### src/rtl/uart_mm_pkg.sv
// Shared definitions for the UART-fed sequential matrix multiplier:
// FSM encoding, error causes and width helpers.
package uart_mm_pkg;

  typedef enum logic [2:0] {
    S_IDLE    = 3'd0,
    S_LOAD_A  = 3'd1,
    S_LOAD_B  = 3'd2,
    S_COMPUTE = 3'd3,
    S_SEND    = 3'd4
  } state_t;

  localparam logic [1:0] ERR_NONE    = 2'd0;
  localparam logic [1:0] ERR_TIMEOUT = 2'd1;
  localparam logic [1:0] ERR_RX      = 2'd2;

  // ceil(log2(value)); 0 for value <= 1
  function automatic int clog2(input int value);
    int r;
    int x;
    r = 0;
    x = value - 1;
    while (x > 0) begin
      r = r + 1;
      x = x >> 1;
    end
    return r;
  endfunction

  // Accumulator width: full product plus headroom for N partial sums
  function automatic int res_width(input int n, input int elem_w);
    return 2 * elem_w + clog2(n);
  endfunction

  function automatic int res_bytes(input int n, input int elem_w);
    return (res_width(n, elem_w) + 7) / 8;
  endfunction

  // Index width for a counter over 'count' values, never narrower than 1 bit
  function automatic int idx_width(input int count);
    return (count > 1) ? clog2(count) : 1;
  endfunction

endpackage

### src/rtl/mm_mac_engine.sv
// Single-MAC sequential engine: for each C[i][j] in row-major order it
// spends N cycles accumulating A[i][k]*B[k][j] and one cycle writing the result.
module mm_mac_engine
  import uart_mm_pkg::*;
#(
  parameter int N      = 3,
  parameter int ELEM_W = 8,
  localparam int RES_W = res_width(N, ELEM_W),
  localparam int AW    = idx_width(N * N)
) (
  input  logic              clk,
  input  logic              reset,
  input  logic              start,
  input  logic [ELEM_W-1:0] a_data,
  input  logic [ELEM_W-1:0] b_data,
  output logic [AW-1:0]     a_addr,
  output logic [AW-1:0]     b_addr,
  output logic              c_we,
  output logic [AW-1:0]     c_addr,
  output logic [RES_W-1:0]  c_data,
  output logic              done
);

  localparam int CW = idx_width(N + 1);

  logic                  run;
  logic [CW-1:0]         i_q;
  logic [CW-1:0]         j_q;
  logic [CW-1:0]         k_q;
  logic [RES_W-1:0]      acc;
  logic [2*ELEM_W-1:0]   prod;
  logic                  write_phase;
  logic                  last_elem;

  always_comb begin
    prod        = {{ELEM_W{1'b0}}, a_data} * {{ELEM_W{1'b0}}, b_data};
    write_phase = run && (k_q == CW'(N));
    last_elem   = (i_q == CW'(N - 1)) && (j_q == CW'(N - 1));
    // k reaches N only in the write cycle; park the read addresses in range then
    a_addr      = '0;
    b_addr      = '0;
    if (!write_phase) begin
      a_addr = AW'(int'(i_q) * N + int'(k_q));
      b_addr = AW'(int'(k_q) * N + int'(j_q));
    end
    c_addr      = AW'(int'(i_q) * N + int'(j_q));
    c_we        = write_phase;
    c_data      = acc;
    done        = write_phase && last_elem;
  end

  always_ff @(posedge clk) begin
    if (reset) begin
      run <= 1'b0;
      i_q <= '0;
      j_q <= '0;
      k_q <= '0;
      acc <= '0;
    end else if (start) begin
      run <= 1'b1;
      i_q <= '0;
      j_q <= '0;
      k_q <= '0;
      acc <= '0;
    end else if (run) begin
      if (!write_phase) begin
        acc <= acc + RES_W'(prod);
        k_q <= k_q + 1'b1;
      end else begin
        acc <= '0;
        k_q <= '0;
        if (j_q == CW'(N - 1)) begin
          j_q <= '0;
          if (i_q == CW'(N - 1)) begin
            i_q <= '0;
            run <= 1'b0;
          end else begin
            i_q <= i_q + 1'b1;
          end
        end else begin
          j_q <= j_q + 1'b1;
        end
      end
    end
  end

endmodule

### src/rtl/uart_matmul_seq.sv
// UART matrix-multiply controller: loads A and B as a byte stream, computes
// C = A x B on a single-MAC engine and streams C out over a byte handshake.
module uart_matmul_seq
  import uart_mm_pkg::*;
#(
  parameter int N              = 3,
  parameter int ELEM_W         = 8,
  parameter int TIMEOUT_CYCLES = 1000000
) (
  input  logic       clk,
  input  logic       reset,
  input  logic [7:0] rx_data,
  input  logic       rx_valid,
  input  logic       rx_err,
  output logic [7:0] tx_data,
  output logic       tx_valid,
  input  logic       tx_ready,
  output logic [2:0] state,
  output logic       busy,
  output logic       done,
  output logic       err,
  output logic [1:0] err_code
);

  localparam int EB     = ELEM_W / 8;
  localparam int NN     = N * N;
  localparam int RES_W  = res_width(N, ELEM_W);
  localparam int RB     = res_bytes(N, ELEM_W);
  localparam int AW     = idx_width(NN);
  localparam int EBW    = idx_width(EB);
  localparam int RBW    = idx_width(RB);
  localparam int TW     = idx_width(TIMEOUT_CYCLES + 1);
  localparam int TO_END = (TIMEOUT_CYCLES > 0) ? TIMEOUT_CYCLES - 1 : 0;

  logic [ELEM_W-1:0] a_mem [NN];
  logic [ELEM_W-1:0] b_mem [NN];
  logic [RB-1:0][7:0] c_mem [NN];

  state_t          state_q;
  logic [AW-1:0]   elem_q;
  logic [EBW-1:0]  byte_q;
  logic [TW-1:0]   idle_q;
  logic [AW-1:0]   tx_elem_q;
  logic [RBW-1:0]  tx_byte_q;
  logic [7:0]      tx_data_q;
  logic            tx_valid_q;
  logic            done_q;
  logic            err_q;
  logic [1:0]      err_code_q;

  logic [AW-1:0]   elem_nxt;
  logic [EBW-1:0]  byte_nxt;
  logic            loading;
  logic            load_last;
  logic            wr_a;
  logic            wr_b;
  logic            eng_start;
  logic            timeout_hit;
  logic            tx_fire;
  logic            tx_last;

  logic [AW-1:0]    a_addr;
  logic [AW-1:0]    b_addr;
  logic             c_we;
  logic [AW-1:0]    c_addr;
  logic [RES_W-1:0] c_data;
  logic             eng_done;

  always_comb begin
    loading   = (state_q == S_LOAD_A) || (state_q == S_LOAD_B);
    load_last = (elem_q == AW'(NN - 1)) && (byte_q == EBW'(EB - 1));
    if (byte_q == EBW'(EB - 1)) begin
      byte_nxt = '0;
      elem_nxt = elem_q + 1'b1;
    end else begin
      byte_nxt = byte_q + 1'b1;
      elem_nxt = elem_q;
    end
    // In IDLE the load counters sit at zero, so the first byte lands in A[0][0]
    wr_a        = !reset && rx_valid &&
                  ((state_q == S_IDLE) || ((state_q == S_LOAD_A) && !rx_err));
    wr_b        = !reset && rx_valid && (state_q == S_LOAD_B) && !rx_err;
    eng_start   = wr_b && load_last;
    timeout_hit = (TIMEOUT_CYCLES != 0) && loading && !rx_valid &&
                  (idle_q == TW'(TO_END));
    tx_fire     = tx_valid_q && tx_ready;
    tx_last     = (tx_byte_q == RBW'(RB - 1)) && (tx_elem_q == AW'(NN - 1));
  end

  mm_mac_engine #(
    .N      (N),
    .ELEM_W (ELEM_W)
  ) u_engine (
    .clk    (clk),
    .reset  (reset),
    .start  (eng_start),
    .a_data (a_mem[a_addr]),
    .b_data (b_mem[b_addr]),
    .a_addr (a_addr),
    .b_addr (b_addr),
    .c_we   (c_we),
    .c_addr (c_addr),
    .c_data (c_data),
    .done   (eng_done)
  );

  // Matrix storage survives reset; only the control path is cleared.
  always_ff @(posedge clk) begin
    for (int b = 0; b < EB; b++) begin
      if (wr_a && (int'(byte_q) == b)) a_mem[elem_q][8*b +: 8] <= rx_data;
      if (wr_b && (int'(byte_q) == b)) b_mem[elem_q][8*b +: 8] <= rx_data;
    end
    if (c_we && !reset) c_mem[c_addr] <= (RB * 8)'(c_data);
  end

  // Output handshake: a byte transfers on a cycle with tx_valid & tx_ready;
  // while tx_valid is high and tx_ready low, tx_data holds its value.
  always_ff @(posedge clk) begin
    if (reset) begin
      state_q    <= S_IDLE;
      elem_q     <= '0;
      byte_q     <= '0;
      idle_q     <= '0;
      tx_elem_q  <= '0;
      tx_byte_q  <= '0;
      tx_data_q  <= '0;
      tx_valid_q <= 1'b0;
      done_q     <= 1'b0;
      err_q      <= 1'b0;
      err_code_q <= ERR_NONE;
    end else begin
      done_q <= 1'b0;
      case (state_q)
        S_IDLE: begin
          if (rx_valid) begin
            err_q      <= 1'b0;
            err_code_q <= ERR_NONE;
            elem_q     <= elem_nxt;
            byte_q     <= byte_nxt;
            idle_q     <= '0;
            state_q    <= S_LOAD_A;
          end
        end
        S_LOAD_A, S_LOAD_B: begin
          if (rx_err || timeout_hit) begin
            err_q      <= 1'b1;
            err_code_q <= rx_err ? ERR_RX : ERR_TIMEOUT;
            elem_q     <= '0;
            byte_q     <= '0;
            idle_q     <= '0;
            state_q    <= S_IDLE;
          end else if (rx_valid) begin
            idle_q <= '0;
            if (load_last) begin
              elem_q  <= '0;
              byte_q  <= '0;
              state_q <= (state_q == S_LOAD_A) ? S_LOAD_B : S_COMPUTE;
            end else begin
              elem_q <= elem_nxt;
              byte_q <= byte_nxt;
            end
          end else begin
            idle_q <= idle_q + 1'b1;
          end
        end
        S_COMPUTE: begin
          // C[0][0] was written long before the final element, so it is ready now
          if (eng_done) begin
            tx_elem_q  <= '0;
            tx_byte_q  <= '0;
            tx_data_q  <= c_mem[0][0];
            tx_valid_q <= 1'b1;
            state_q    <= S_SEND;
          end
        end
        S_SEND: begin
          if (tx_fire) begin
            if (tx_last) begin
              tx_valid_q <= 1'b0;
              tx_data_q  <= '0;
              tx_elem_q  <= '0;
              tx_byte_q  <= '0;
              done_q     <= 1'b1;
              state_q    <= S_IDLE;
            end else if (tx_byte_q == RBW'(RB - 1)) begin
              tx_elem_q <= tx_elem_q + 1'b1;
              tx_byte_q <= '0;
              tx_data_q <= c_mem[tx_elem_q + 1'b1][0];
            end else begin
              tx_byte_q <= tx_byte_q + 1'b1;
              tx_data_q <= c_mem[tx_elem_q][tx_byte_q + 1'b1];
            end
          end
        end
        default: state_q <= S_IDLE;
      endcase
    end
  end

  assign state    = state_q;
  assign busy     = (state_q != S_IDLE);
  assign tx_data  = tx_data_q;
  assign tx_valid = tx_valid_q;
  assign done     = done_q;
  assign err      = err_q;
  assign err_code = err_code_q;

endmodule

### config.mk
export PLATFORM = sky130hd
export DESIGN_NAME = uart_matmul_seq
export DESIGN_NICKNAME = d
export VERILOG_FILES = /design/src/rtl/uart_mm_pkg.sv /design/src/rtl/mm_mac_engine.sv /design/src/rtl/uart_matmul_seq.sv
export SDC_FILE = /design/constraint.sdc
export NUM_CORES = 1
export LEC_CHECK = 0
export BUFFER_PORTS_ARGS = -buffer_cell sky130_fd_sc_hd__buf_2
export CAP_MARGIN = 10
export CORE_MARGIN = 2
export CORE_UTILIZATION = 35
export CTS_CLUSTER_DIAMETER = 100
export CTS_CLUSTER_SIZE = 28
export DETAILED_ROUTE_END_ITERATION = 10
export PLACE_DENSITY_LB_ADDON = 0.12
export SYNTH_ARGS = -nofsm -noshare
export SYNTH_HDL_FRONTEND = slang
export SYNTH_SLANG_ARGS = --single-unit
### constraint.sdc
create_clock -name clk -period 7.85 [get_ports clk]
set_clock_uncertainty 0.05 [all_clocks]
set_input_delay 1.57 -clock clk [delete_from_list [all_inputs] [get_ports clk]]
set_output_delay 1.57 -clock clk [all_outputs]
set_load 0.05 [all_outputs]
# == After elaboration in Yosys (flattened, before gate mapping) ==
# Memories as Yosys holds them, arrays and structs flattened. A register that Yosys moved wholly into a read port is not among the register bits.
# Index checks and enable logic that the tools add are counted.
# totals
ff_bits,72
ram_bits,306
inputBits,13
output_inout_bits,17
word_cells,170
mem_count,3
# mem_list
name,depth,width,read_ports,rd_ports_with_merged_regs,wr,line_no,source
c_mem,9,18,3,1,1,uart_matmul_seq.sv:37,logic [RB-1:0][7:0] c_mem [NN];
a_mem,9,8,1,0,1,uart_matmul_seq.sv:35,logic [ELEM_W-1:0] a_mem [NN];
b_mem,9,8,1,0,1,uart_matmul_seq.sv:36,logic [ELEM_W-1:0] b_mem [NN];
# op_classes
addsub,12
multipliers,3
order_cmp,1
eq_ne,19
muxes,73
n_bitwise,4
n_reduce_logical,39
# op_table
cell,count
2-to-1 mux 20 bit,3
2-to-1 mux 4 bit,13
2-to-1 mux 8 bit,5
case mux 20 bit (2 select lines),1
2-to-1 mux 1 bit,23
2-to-1 mux 3 bit,7
adder 20 x 1 -> 20 bit (second input constant),1
equality test 20 bit (second input constant),1
2-to-1 mux 2 bit,10
adder 18 x 16 -> 18 bit,1
2-to-1 mux 18 bit,1
logical AND 1 bit,17
binary-select mux 8 bit (select 2 bit),1
multiplier 8 x 8 -> 16 bit,1
case mux 4 bit (2 select lines),2
case mux 8 bit (2 select lines),1
adder 4 x 3 -> 4 bit,3
case mux 3 bit (4 select lines),1
AND reduction 3 bit,4
inequality test 2 bit (second input constant),5
inequality test 3 bit (second input constant),3
adder 2 x 1 -> 2 bit (second input constant),4
adder 4 x 1 -> 4 bit (second input constant),2
equality test 2 bit (second input constant),4
20 further kinds,37

# == Logic depth before layout (Yosys ltp) ==
# depth
depth_word,7
ltp_mapped,29
depth_no_buf,28

# == Cells and area by module ==
# Synthesis repeated with hierarchy kept, for this count alone.
# hier_totals
cells_unflattened,1373
area_unflattened_um2,18748.0
# modules_own_cells
mod,n_inst,cells_each,area_per_inst_um2
uart_matmul_seq,1,902,14831.7
mm_mac_engine,1,471,3916.3

# == Least setup slack after synthesis ==
# OpenSTA, ideal clock, no wires.
# synth_path
path_type,register to register
start,reg u_engine.k_q[1]
end,"reg u_engine.acc[17], in the netlist u_engine.c_data[17]"
setup_time_ns,0.062
t_arrival_ns,7.116
setup_slack_ns,0.622
stages_incl_launch_ff,27
n_path_buf,2
synth_period_minus_slack_ns,7.228
cell_sequence,dfxtp_1 -> inv_1 -> fa_1 -> inv_1 -> ha_1 -> fa_1 -> clkbuf_1 -> a21bo_2 -> buf_2 -> nand2b_1 -> o21ai_0 -> o311ai_1 -> o21ai_1 -> or2_1 -> fa_1 -> fa_1 -> inv_1 -> fa_1 -> inv_1 -> fa_1 -> inv_1 -> ha_1 -> a2111oi_0 -> a211oi_1 -> o211a_1 -> or4_1 -> nand3_1
# synth_between
elab_chain_len,7
elab_cells_between_ends,12
# synth_lines
item,line_no,source
"start, declared",mm_mac_engine.sv:29,logic [CW-1:0] k_q;
"start signal, assigned",mm_mac_engine.sv:68,k_q <= k_q + 1'b1;
multiplier 2 x 2 -> 4 bit or equality test 2 bit (tied branches),"mm_mac_engine.sv:44, mm_mac_engine.sv:37",
adder 4 x 3 -> 4 bit or logical AND 1 bit (tied branches),"mm_mac_engine.sv:44, mm_mac_engine.sv:37",
2-to-1 mux 4 bit,mm_mac_engine.sv:42,if (!write_phase) begin
memory (9 x 8 bit) (on tied branches),-,
multiplier 8 x 8 -> 16 bit,mm_mac_engine.sv:36,"prod = {{ELEM_W{1'b0}}, a_data} * {{ELEM_W{1'b0}}, b_data};"
adder 18 x 16 -> 18 bit,mm_mac_engine.sv:67,acc <= acc + RES_W'(prod);
2-to-1 mux 18 bit (*),mm_mac_engine.sv:66,if (!write_phase) begin
"end signal, assigned",mm_mac_engine.sv:67,
"end, declared",mm_mac_engine.sv:30,logic [RES_W-1:0] acc;
# Every way passes the cells marked *; elsewhere a longest branch is shown, timed or not.
# A chain may end at the register's enable or synchronous reset.

# == Final worst setup path ==
# layout_path
start,reg u_engine.k_q[0]
end,"reg u_engine.acc[17], in the netlist u_engine.c_data[17]"
# Same word-level chain as after synthesis.

==> qor.yml <==
clock_network:
  numCtsBuffers: 20
  worst_skew_pair.late_latency_ps: 570
  clockRootBuffer: "sky130_fd_sc_hd__clkbuf_16"
  clockBufferDepth: 3
  htree_num_levels: 1
  cts.clk_slew.worst_paths_ps: 100
  hold_buffers: 0
  ctsResizeCount: 0
  cts_sinks: 381
  tritoncts: "done"
  post_cts.repair.setup_buffers: 0
routing:
  ant_nets: 0
  route.vias.total: 11300
  route.detailed.vias_per_inst: 5.13
  total_iterations_of_the_first_detailed_routing_run: 5
  postRouteWirelength_mm: 45.4
  remaining_routing_drc_violations: 0
  drt-wirelength-per-cell_um: 20.6
  first_iter_violations: 746
yosys:
  ys.flop_type: "sky130_fd_sc_hd__edfxtp_1"
  synth_cell_types: 73
  async_reset_ff_share_pct: 0
  synthesis.nets: 1589
  avgSynthCellArea_um2: 13.0
  synth_enable_flop_cells: 306
  ys_seq_area_share_pct: 56.4
  synth_warnings: 0
  synthCells: 1460
  synth.ff_latch_count: 381
  netlist_area_mm2: 0.0189
cells_and_area:
  mostFrequentLayoutCells: "sky130_fd_sc_hd__edfxtp_1 (306), sky130_fd_sc_hd__inv_1 (125), sky130_fd_sc_hd__nor2_1 (122), sky130_fd_sc_hd__nand2_1 (109), sky130_fd_sc_hd__a21oi_1 (75)"
  antenna_cells_inserted: 0
  area_delta_synth_final_pct: 9.19
  fraction_of_layout_cells_with_a_size_suffix_above_1_pct: 13.6
  final_common_cell: "sky130_fd_sc_hd__edfxtp_1"
  num-nets-final: 1618
  n_fill_cell: 5087
  finish.cell_count_without_fillers: 2199
setup_path:
  cp.buffers_inverters: 5
  critPathSlowestCell: "sky130_fd_sc_hd__fa_1"
  r2r.worst_path.cells: 25
  critPathLaunchType: "flip-flop"
  critPathTopFamily: "adder cells"
  r2r_slack_ps: 530
  critical_path.most_common_cell: "sky130_fd_sc_hd__fa_1"
  worst-setup-path-type: "reg -> reg"
  r2r_path_end: "u_engine.c_data[17]$_SDFFE_PP0P_"
  slowest_delay_ps: 590
  end_kind: "flip-flop"
  cp_data_arrival_time_ps: 7780
  r2r_start: "u_engine.k_q[0]$_SDFFE_PP0P_"
  worstPathMaxFanout: 9
  crit_required_ps: 8310
power_and_ir_drop:
  power_leakage_nw: 7.22
  power_density_mw_per_mm2: 192
  power.ir.vdd_worst_mv: 0.113
hold_path:
  hold_path.startpoint: "err_code[0]$_SDFFE_PP0P_"
  worst_hold_path.endpoint: "err_code[0]$_SDFFE_PP0P_"
  timing.hold.worst.class: "reg -> reg"
  whs_path_depth: 2
global_route:
  grt_max_degree: 37
  grt-ovfl-total: 0
  gr-usage-all-layers_pct: 16.5
  grt_antenna_before_repair: 0
  first_pass_grt_wire_length_mm: 70.9
  first_global_vias: 11600
timing:
  rsz0062_at_grt: "no"
  slew_headroom_pct: 32.8
  timing.fmax_ghz: 0.137
  final-setup-viol-count: 0
  slew_violations: 0
  tns_ps: 0
  post-route-min-period_ps: 7320
  actual_transition_at_the_worst_max_transition_pin_ps: 1010
  report.final.hold_viol_count: 0
  final.period_utilization_pct: 93.3
floorplan:
  rows: 85
  chipWidth_um: 237
  io-pin-count: 30
  initial_utilization_pct: 35.3
  floorplan.die.height_um: 237
  core_area_mm2: 0.0537
  die-area_mm2: 0.0560
flow_run:
  maxCapViolCount: 0
placed_design:
  place.detailed.hpwl_mm: 30.8
  placed_cells_incl_taps: 2163
  port_buffers: 29
  gp_routability_congestion: 0.837
run_status:
  run_status: "complete, no violations"
stage by stage:
step | instance area (um2) | power [mW] | util (%) | setup WS, ps | hold WS, ps
after CTS | 20700 | 4.00 | 38.5 | 238 | 458
after global routing | 20700 | 4.16 | 38.5 | 84.5 | 482
after floorplan | 18900 | 2.64 | - | 622 | 412
after global placement | 20000 | 2.76 | 37.2 | 338 | 429
after detailed placement | 20000 | 2.77 | 37.2 | 221 | 438
final | 20700 | 3.97 | 38.5 | 529 | 452
worst max-delay path by stage:
stage                            startpoint                                to  depth (start not counted)
2_1_floorplan  u_engine.k_q[1]$_SDFFE_PP0P_  u_engine.c_data[17]$_SDFFE_PP0P_                         26
3_3_place_gp   u_engine.k_q[1]$_SDFFE_PP0P_  u_engine.c_data[17]$_SDFFE_PP0P_                         24
3_5_place_dp   u_engine.k_q[0]$_SDFFE_PP0P_  u_engine.c_data[17]$_SDFFE_PP0P_                         24
4_1_cts        u_engine.k_q[0]$_SDFFE_PP0P_  u_engine.c_data[17]$_SDFFE_PP0P_                         24
5_1_grt        u_engine.k_q[1]$_SDFFE_PP0P_  u_engine.c_data[17]$_SDFFE_PP0P_                         25
6_report       u_engine.k_q[0]$_SDFFE_PP0P_  u_engine.c_data[17]$_SDFFE_PP0P_                         25
cells by family (layout without fill, tap and decap cells):
kind of cell    after synthesis  in the layout  share of synthesized area, %
fa+ha+maj                   116            116                          9.80
buf+inv                     183            226                          3.92
simple gates                408            408                          10.4
flops                       381            381                          56.4
mux                         124            124                          10.9
compound gates              223            223                          7.45
xor+xnor                     25             25                          1.16
flip-flops by register name (all words and copies together), names as in the netlist, named ones only:
register	cells
c_mem	162
a_mem	72
b_mem	72
idle_q	20
u_engine.c_data	18
tx_data	8
elem_q	4
tx_elem_q	4
state	3
err_code	2
tx_byte_q	2
u_engine.i_q	2
u_engine.j_q	2
u_engine.k_q	2
done	1
err	1
tx_valid	1
u_engine.run	1
worst register-to-register path, cell delays in order (launching register included):
cell and delay (ps):
sky130_fd_sc_hd__dfxtp_1 460, sky130_fd_sc_hd__inv_1 100, sky130_fd_sc_hd__fa_1 540, sky130_fd_sc_hd__inv_1 50
sky130_fd_sc_hd__ha_1 190, sky130_fd_sc_hd__fa_1 590, sky130_fd_sc_hd__a21bo_2 350, sky130_fd_sc_hd__mux4_2 270
sky130_fd_sc_hd__a21oi_1 100, sky130_fd_sc_hd__a21oi_1 400, sky130_fd_sc_hd__nand2_1 140, sky130_fd_sc_hd__fa_1 540
sky130_fd_sc_hd__inv_1 60, sky130_fd_sc_hd__fa_1 500, sky130_fd_sc_hd__fa_1 540, sky130_fd_sc_hd__inv_1 50
sky130_fd_sc_hd__fa_1 530, sky130_fd_sc_hd__inv_1 40, sky130_fd_sc_hd__ha_1 360, sky130_fd_sc_hd__o21ai_0 190
sky130_fd_sc_hd__nand2b_1 80, sky130_fd_sc_hd__a21oi_1 220, sky130_fd_sc_hd__a211oi_2 100, sky130_fd_sc_hd__o211a_1 250
sky130_fd_sc_hd__or4_1 530, sky130_fd_sc_hd__nand3_1 90
metal layers:
metal	wire (um)	GRT usage [%]	share of wire (%)
met1	21100	23.1	47
met2	22100	28.1	49
met3	1460	1.75	3.2
met4	692	2.90	1.5
met5	0	0	0
report_power, final:
part / leakage, nW / internal, mW / switching [mW] / total [mW]
Combinational: 3.52 / 0.204 / 0.329 / 0.534
Clock: 0.319 / 0.523 / 0.712 / 1.23
Sequential: 3.38 / 2.18 / 0.0179 / 2.20
Total: 7.22 / 2.91 / 1.06 / 3.97
Yosys cell counts (9+ instances only):
| cell type | n | share of area [%] |
|---|---|---|
| sky130_fd_sc_hd__edfxtp_1 | 306 | 49 |
| sky130_fd_sc_hd__nor2_1 | 133 | 2.6 |
| sky130_fd_sc_hd__inv_1 | 125 | 2.5 |
| sky130_fd_sc_hd__nand2_1 | 109 | 2.2 |
| sky130_fd_sc_hd__a21oi_1 | 75 | 2.0 |
| sky130_fd_sc_hd__dfxtp_1 | 75 | 7.9 |
| sky130_fd_sc_hd__mux4_2 | 64 | 7.6 |
| sky130_fd_sc_hd__ha_1 | 62 | 4.1 |
| sky130_fd_sc_hd__fa_1 | 54 | 5.7 |
| sky130_fd_sc_hd__o21ai_0 | 48 | 1.3 |
| sky130_fd_sc_hd__mux2i_1 | 46 | 2.4 |
| sky130_fd_sc_hd__nor3_1 | 29 | 0.77 |
| sky130_fd_sc_hd__clkbuf_1 | 28 | 0.55 |
| sky130_fd_sc_hd__and2_1 | 21 | 0.69 |
| sky130_fd_sc_hd__nand3_1 | 21 | 0.55 |
| sky130_fd_sc_hd__buf_2 | 20 | 0.53 |
| sky130_fd_sc_hd__nand2b_1 | 20 | 0.66 |
| sky130_fd_sc_hd__o22ai_1 | 20 | 0.66 |
| sky130_fd_sc_hd__mux2_2 | 13 | 0.77 |
| sky130_fd_sc_hd__or3_1 | 13 | 0.43 |
| sky130_fd_sc_hd__xnor2_1 | 13 | 0.60 |
| sky130_fd_sc_hd__xor2_1 | 12 | 0.55 |
| sky130_fd_sc_hd__a22oi_1 | 9 | 0.36 |
area by class of cell:
cell class              count  area [um2]  area share [%]
clock buffers              28         541            2.61
clock inverters             8         129           0.623
inverters                 126         473            2.29
multi-input cells         896        7560            36.6
flip-flops and latches    381       10700            51.7
well taps                 696         871            4.21
repair buffers             64         408            1.97
Power figures use the tool's default switching activity.
